**src/rtl/gen_pattern.sv**
```systemverilog
// gen_pattern: pixel-clock test-pattern source feeding hdmi_top.
// Consumes the raster position and active size from the timing generator
// and returns one registered 24-bit {R,G,B} value per clock. A debounced
// push button steps through four patterns (border, colour bars, scrolling
// checkerboard, grey ramp). A new selection is only applied at the start
// of a frame, so a pattern never changes partway through a picture.
module gen_pattern #(
    parameter int VIDEO_X_BITWIDTH = 12,
    parameter int VIDEO_Y_BITWIDTH = 11,
    parameter int DEBOUNCE_CYCLES  = 270000,
    parameter int CHECKER_SHIFT    = 5
) (
    input  logic                        I_clk_pixel,
    input  logic                        I_reset,
    input  logic                        I_btn_n,
    input  logic [VIDEO_X_BITWIDTH-1:0] pixX,
    input  logic [VIDEO_Y_BITWIDTH-1:0] pixY,
    input  logic [VIDEO_X_BITWIDTH-1:0] screenWidth,
    input  logic [VIDEO_Y_BITWIDTH-1:0] screenHeight,
    output logic [23:0]                 rgb,
    output logic [1:0]                  pattern,
    output logic [7:0]                  frame_count
);

    // Debounce counter only ever has to reach DEBOUNCE_CYCLES-1.
    localparam int              DB_W    = $clog2(DEBOUNCE_CYCLES) + 1;
    localparam logic [DB_W-1:0] DB_LAST = DB_W'(DEBOUNCE_CYCLES - 1);

    // Checker arithmetic only needs the bits up to and including the
    // square-select bit; the truncated sum gives the same bit as the full one.
    localparam int CW = CHECKER_SHIFT + 1;

    localparam logic [23:0] WHITE = 24'hFFFFFF;
    localparam logic [23:0] BLACK = 24'h000000;

    // ------------------------------------------------------------------
    // State
    // ------------------------------------------------------------------
    logic                        btn_meta_q, btn_meta_d;
    logic                        btn_sync_q, btn_sync_d;
    logic                        db_level_q, db_level_d;
    logic [DB_W-1:0]             db_cnt_q,   db_cnt_d;
    logic                        pending_q,  pending_d;
    logic [1:0]                  pattern_q,  pattern_d;
    logic [7:0]                  frame_count_q, frame_count_d;
    logic [2:0]                  bar_idx_q,  bar_idx_d;
    logic [VIDEO_X_BITWIDTH-1:0] sub_cnt_q,  sub_cnt_d;
    logic [23:0]                 rgb_q,      rgb_d;

    // ------------------------------------------------------------------
    // Combinational helpers
    // ------------------------------------------------------------------
    logic                        press;
    logic                        frame_start;
    logic                        active;
    logic                        on_border;
    logic [VIDEO_X_BITWIDTH-1:0] w8;
    logic [VIDEO_X_BITWIDTH-1:0] w8_last;
    logic [2:0]                  cur_bar;
    logic [VIDEO_X_BITWIDTH-1:0] cur_sub;
    logic                        checker_x_bit;
    logic                        checker_bit;
    logic [23:0]                 bar_rgb;
    logic [23:0]                 ramp_rgb;

    // Grey ramp: the same low byte of the column on all three channels.
    genvar gi;
    generate
        for (gi = 0; gi < 3; gi++) begin : g_ramp
            assign ramp_rgb[gi*8 +: 8] = pixX[7:0];
        end
    endgenerate

    // Button path: two-flop synchroniser, then a stability counter that
    // only lets the debounced level follow the input after it has held a
    // different value for DEBOUNCE_CYCLES consecutive clocks.
    always_comb begin
        btn_meta_d = I_btn_n;
        btn_sync_d = btn_meta_q;
        db_level_d = db_level_q;
        db_cnt_d   = '0;
        press      = 1'b0;
        if (btn_sync_q != db_level_q) begin
            if (db_cnt_q == DB_LAST) begin
                db_level_d = btn_sync_q;
                // Level moves to the synced value; a move to 0 is a press.
                press      = ~btn_sync_q;
            end else begin
                db_cnt_d = db_cnt_q + 1'b1;
            end
        end
    end

    // Frame bookkeeping: frame counter, pending request and pattern select.
    // A press in the frame-start cycle is kept for the next frame while the
    // request that was already pending is the one consumed now.
    always_comb begin
        frame_start   = (pixX == '0) && (pixY == '0);
        pattern_d     = pattern_q;
        frame_count_d = frame_count_q;
        pending_d     = pending_q | press;
        if (frame_start) begin
            frame_count_d = frame_count_q + 8'd1;
            pending_d     = press;
            if (pending_q) begin
                pattern_d = pattern_q + 2'd1;
            end
        end
    end

    // Colour-bar position tracker: counts pixels within the current bar
    // instead of dividing the column by the bar width. Column 0 always
    // restarts at bar 0, so a stale count from the previous line is ignored.
    always_comb begin
        w8      = screenWidth >> 3;
        w8_last = w8 - 1'b1;
        cur_bar = (pixX == '0) ? 3'd0 : bar_idx_q;
        cur_sub = (pixX == '0) ? '0   : sub_cnt_q;
        bar_idx_d = cur_bar;
        sub_cnt_d = cur_sub;
        if (active) begin
            if (cur_sub == w8_last) begin
                sub_cnt_d = '0;
                if (cur_bar != 3'd7) begin
                    bar_idx_d = cur_bar + 3'd1;
                end
            end else begin
                sub_cnt_d = cur_sub + 1'b1;
            end
        end
    end

    // Bar colour lookup, left to right.
    always_comb begin
        bar_rgb = BLACK;
        case (cur_bar)
            3'd0:    bar_rgb = 24'hFFFFFF;
            3'd1:    bar_rgb = 24'hFFFF00;
            3'd2:    bar_rgb = 24'h00FFFF;
            3'd3:    bar_rgb = 24'h00FF00;
            3'd4:    bar_rgb = 24'hFF00FF;
            3'd5:    bar_rgb = 24'hFF0000;
            3'd6:    bar_rgb = 24'h0000FF;
            default: bar_rgb = 24'h000000;
        endcase
    end

    // Pixel colour for the position presented this clock. It uses the
    // post-update pattern and frame count so pixel (0,0) already belongs
    // to the new frame.
    always_comb begin
        active    = (pixX < screenWidth) && (pixY < screenHeight);
        on_border = (pixX == '0) || (pixX == screenWidth - 1'b1) ||
                    (pixY == '0) || (pixY == screenHeight - 1'b1);
        // Moving the sampling point right by frame_count scrolls the
        // squares left by one pixel per frame.
        checker_x_bit = 1'((pixX[CW-1:0] + CW'(frame_count_d)) >> CHECKER_SHIFT);
        checker_bit   = checker_x_bit ^ pixY[CHECKER_SHIFT];
        rgb_d = BLACK;
        if (active) begin
            case (pattern_d)
                2'd0:    rgb_d = on_border   ? WHITE : BLACK;
                2'd1:    rgb_d = bar_rgb;
                2'd2:    rgb_d = checker_bit ? WHITE : BLACK;
                default: rgb_d = ramp_rgb;
            endcase
        end
    end

    // All state registers; the button path idles at "released".
    always_ff @(posedge I_clk_pixel) begin
        if (I_reset) begin
            btn_meta_q    <= 1'b1;
            btn_sync_q    <= 1'b1;
            db_level_q    <= 1'b1;
            db_cnt_q      <= '0;
            pending_q     <= 1'b0;
            pattern_q     <= 2'd0;
            frame_count_q <= 8'd0;
            bar_idx_q     <= 3'd0;
            sub_cnt_q     <= '0;
            rgb_q         <= 24'h000000;
        end else begin
            btn_meta_q    <= btn_meta_d;
            btn_sync_q    <= btn_sync_d;
            db_level_q    <= db_level_d;
            db_cnt_q      <= db_cnt_d;
            pending_q     <= pending_d;
            pattern_q     <= pattern_d;
            frame_count_q <= frame_count_d;
            bar_idx_q     <= bar_idx_d;
            sub_cnt_q     <= sub_cnt_d;
            rgb_q         <= rgb_d;
        end
    end

    assign rgb         = rgb_q;
    assign pattern     = pattern_q;
    assign frame_count = frame_count_q;

endmodule

```
**config.mk**
```make
export PLATFORM = sky130hd
export DESIGN_NAME = gen_pattern
export DESIGN_NICKNAME = d
export VERILOG_FILES = /design/src/rtl/gen_pattern.sv
export SDC_FILE = /design/constraint.sdc
export NUM_CORES = 1
export LEC_CHECK = 0
export CELL_PAD_IN_SITES_DETAIL_PLACEMENT = 2
export CELL_PAD_IN_SITES_GLOBAL_PLACEMENT = 2
export CORE_MARGIN = 2
export CORE_UTILIZATION = 41
export CTS_CLUSTER_DIAMETER = 50
export DETAILED_ROUTE_END_ITERATION = 7
export DONT_BUFFER_PORTS = 1
export GPL_TIMING_DRIVEN = 0
export HOLD_SLACK_MARGIN = 0.12
export PLACE_DENSITY = 0.95
export SETUP_SLACK_MARGIN = 0.02
export SYNTH_ARGS = -nofsm -noshare
export SYNTH_HDL_FRONTEND = slang
export SYNTH_SLANG_ARGS = --single-unit
```
**constraint.sdc**
```tcl
create_clock -name I_clk_pixel -period 11.2 [get_ports I_clk_pixel]
set_input_delay 2.24 -clock I_clk_pixel [delete_from_list [all_inputs] [get_ports I_clk_pixel]]
set_output_delay 2.24 -clock I_clk_pixel [all_outputs]
set_load 0.02 [all_outputs]
```
==> out/summary.txt <==
Post-Syn Instances - 600
Top Ports - 83
Critical Path AT - 6.29 ns
Post-CTS Resized - 0
Via density - 6.232
global-route usage over all layers - 28.68%
P per Cell Area - 110.9 nW/um^2
fmax - 164.1 MHz
Iter 0 DRT Violations - 226
Relative slew margins - 26.55%
top-count cell post-synth - dfxtp_1
Antenna Nets Post-Route - 0
post-synthesis sequential area ratio - 29.06%
Synth Flop Type - dfxtp_1
Area growth syn-to-layout - 9.032%
Final Non-Filler Cells - 763
CP cell instances - nor4_1 > and3_1 > and2_1 > clkbuf_1 > and3_1 > nand2_1 > xnor2_1 > ha_1 > a21o_1 > a211oi_1 > xnor2_1 > xnor2_1 > nand2_1 > clkbuf_1 > a31oi_1
post-synthesis net count - 683
post-synthesis cell area - 5029 um^2
Startpoint Class - primary input
final hold slack - 0.4529 ns
first-pass GRT wire length - 29.63 mm
internal power - 0.0004451 W
Pre-antenna DRT Iters - 4
synth unique cells - 67
clock buffer count from CTS - 9
PnR worst setup slack - 5.104 ns
Mapped Avg Cell Area - 8.381 um^2
WS Path Type - in -> reg
max cap viols - 0
layout cell share with drive strength beyond 1 - 6.331%
Reg power frac - 43.3%
Synthesis Warnings - 0
Layout Skew - 0.009310 ns
routability congestion estimate from global placement - 0.9013
type of destination of the critical path - flip-flop
share of the synthesized area in the top cell type - 29.06%
die area - 13170 um^2
Commonest cells post-synth - 73 x dfxtp_1, 50 x xnor2_1, 41 x and3_1, 40 x nor2_1
Post-synth ARST share - 0%
LEAKAGE - 2.006 nW
clock share of power - 43.4%
TritonCTS Sinks - 73
worst slack at placement - 5.043 ns
number of global-route vias before repair - 5425
Psw - 0.0001630 W
Max clock buf depth - 2
Antenna diodes - 0
H-tree depth - 3
Switching Share - 26.81%
Post-CTS Setup Bufs - 0
worst hold stages - 1
max-slew violations - 0
grt total ovfl - 0
post-DP HPWL - 13.77 mm
Post-Route WL - 18.11 mm
DIE WIDTH - 114.7 um
chip height - 114.7 um
Period Utilization, post-route - 54.42%
Core ar. - 12010 um^2
worst skew pair latency - 0.34 ns
# placed instances - 747
Max IR drop VDD - 0.00007040 V
Initial Util - 41.86%
Top cell by count, worst path - xnor2_1
port bufs - 0
clock tree from TritonCTS - built
Worst R2R Path Depth - 12
Slowest-stage cell, CP - nor4_1
clock slew at reported path FFs - 0.06 ns
crit path max fanout - 10
Layout Nets - 694
WP data required - 11.40 ns
Fin Setup TNS - 0 ns
area leader, netlist - dfxtp_1
Tmin final - 6.096 ns
Tot Pwr - 0.0006082 W
DRC violations left - 0
Synth area leaders - dfxtp_1 29%, xnor2_1 8.7%, ha_1 8.5%, and3_1 5.1%, xor2_1 4.2%
clock root buffer - clkbuf_16
Hold-fix buffers, CTS - 0
status - completed
Hold Fails Final Rpt - 0
Comb pwr share - 13.3%
RSZ-0062 raised after global routing - false
via count - 4755
largest net degree at the start of global routing - 14
row cnt - 40
Wirelength per Cell - 23.73 um
# setup viols final - 0
#FFs+latches synth - 73
Slowest Stage Delay on Critical Path - 0.63 ns
Worst Hold Class - reg -> reg
Post-synth EDFFs - 0
Slew @ Worst Pin - 1.095 ns
initial antenna violation count - 0
-- worst max-delay path: cells and delay by family --
family,cells,cell delay [ns]
adders and majority gates,1,0.31
buffers and inverters,2,0.74
and+or+nand+nor,6,1.70
xor gates and xnor gates,3,0.59
AOI/OAI and AO/OA,3,0.70
-- sequential cells by signal, summed over array words and instances (netlist names) --
signal / flops
rgb: 24
db_level_q: 1
btn_meta_q: 1
frame_count: 8
pending_q: 1
db_cnt_q: 20
bar_idx_q: 3
sub_cnt_q: 12
btn_sync_q: 1
pattern: 2
-- power by group through the flow --
stage,registers [W],clock network (W),logic [W]
2_1_floorplan,0.000268,0,0.0000591
3_3_place_gp,0.000269,0,0.0000707
3_5_place_dp,0.000269,0,0.0000787
4_1_cts,0.000264,0.000268,0.0000805
5_1_grt,0.000264,0.000281,0.0000896
6_report,0.000264,0.000264,0.0000807
-- worst paths after layout --
path	startpoint	end	slack, ns
max	pixX[8]	rgb[5]	5.10
min	btn_meta_q	btn_sync_q	0.45
max reg2reg	frame_count[0]	rgb[5]	7.77
min reg2reg	btn_meta_q	btn_sync_q	0.45
-- layout make-up --
type                    instances  area [um^2]
multi-input cells             468         3327
fillers                      1372         6529
plain buffers                  25        112.6
clock buffers                   9        225.2
well taps                     147        183.9
clock inverters                 7        45.04
inverters                      34        127.6
flip-flops and latches         73         1461
-- per-layer routing --
layer	GRT usage [%]	vias up	wire length (um)
met3	6.220	29	779
met1	32.98	2384	7471
met4	9.237	0	376
met2	52.86	126	9481
li1	-	2216	-
met5	0	-	0
-- per-stage QoR --
stage / area, um^2 / util (%)
after floorplan: 5029 / -
after global placement: 5213 / 43.40
after detailed placement: 5213 / 43.40
final: 5483 / 45.65
after global routing: 5483 / 45.65
after CTS: 5483 / 45.65
-- logic make-up after synthesis --
| kind of cell | count (synthesis) | synth area share [%] |
|---|---|---|
| and+or+nand+nor | 235 | 26.32 |
| AOI/OAI and AO/OA | 119 | 16.99 |
| xor gates and xnor gates | 75 | 13.34 |
| DFF | 73 | 29.06 |
| buffers and inverters | 59 | 4.777 |
| adders and majority gates | 34 | 8.460 |
| muxes | 5 | 1.045 |
-- cell usage in the layout (no fill, tap or decap), types with 3 or more instances in the layout --
master / netlist / routed
nand2_1: 33 / 33
clkinv_2: 0 / 4
nor3_1: 15 / 15
and3_1: 41 / 41
buf_2: 3 / 3
o31ai_1: 4 / 4
nand2b_1: 6 / 6
xor2_1: 24 / 24
dfxtp_1: 73 / 73
a21oi_1: 20 / 20
mux2i_1: 3 / 3
nor2_1: 40 / 40
o21ai_0: 6 / 6
nand4_1: 22 / 22
nor2b_1: 13 / 13
clkbuf_16: 0 / 9
and2_1: 15 / 15
clkbuf_1: 20 / 20
ha_1: 34 / 34
xnor2_1: 50 / 50
a211o_1: 4 / 4
nor4_1: 11 / 11
inv_1: 34 / 34
a31oi_1: 27 / 27
a2111oi_0: 3 / 3
o22ai_1: 3 / 3
a21o_1: 6 / 6
nand3_1: 16 / 16
o211ai_1: 18 / 18
Power figures use the tool's default switching activity.
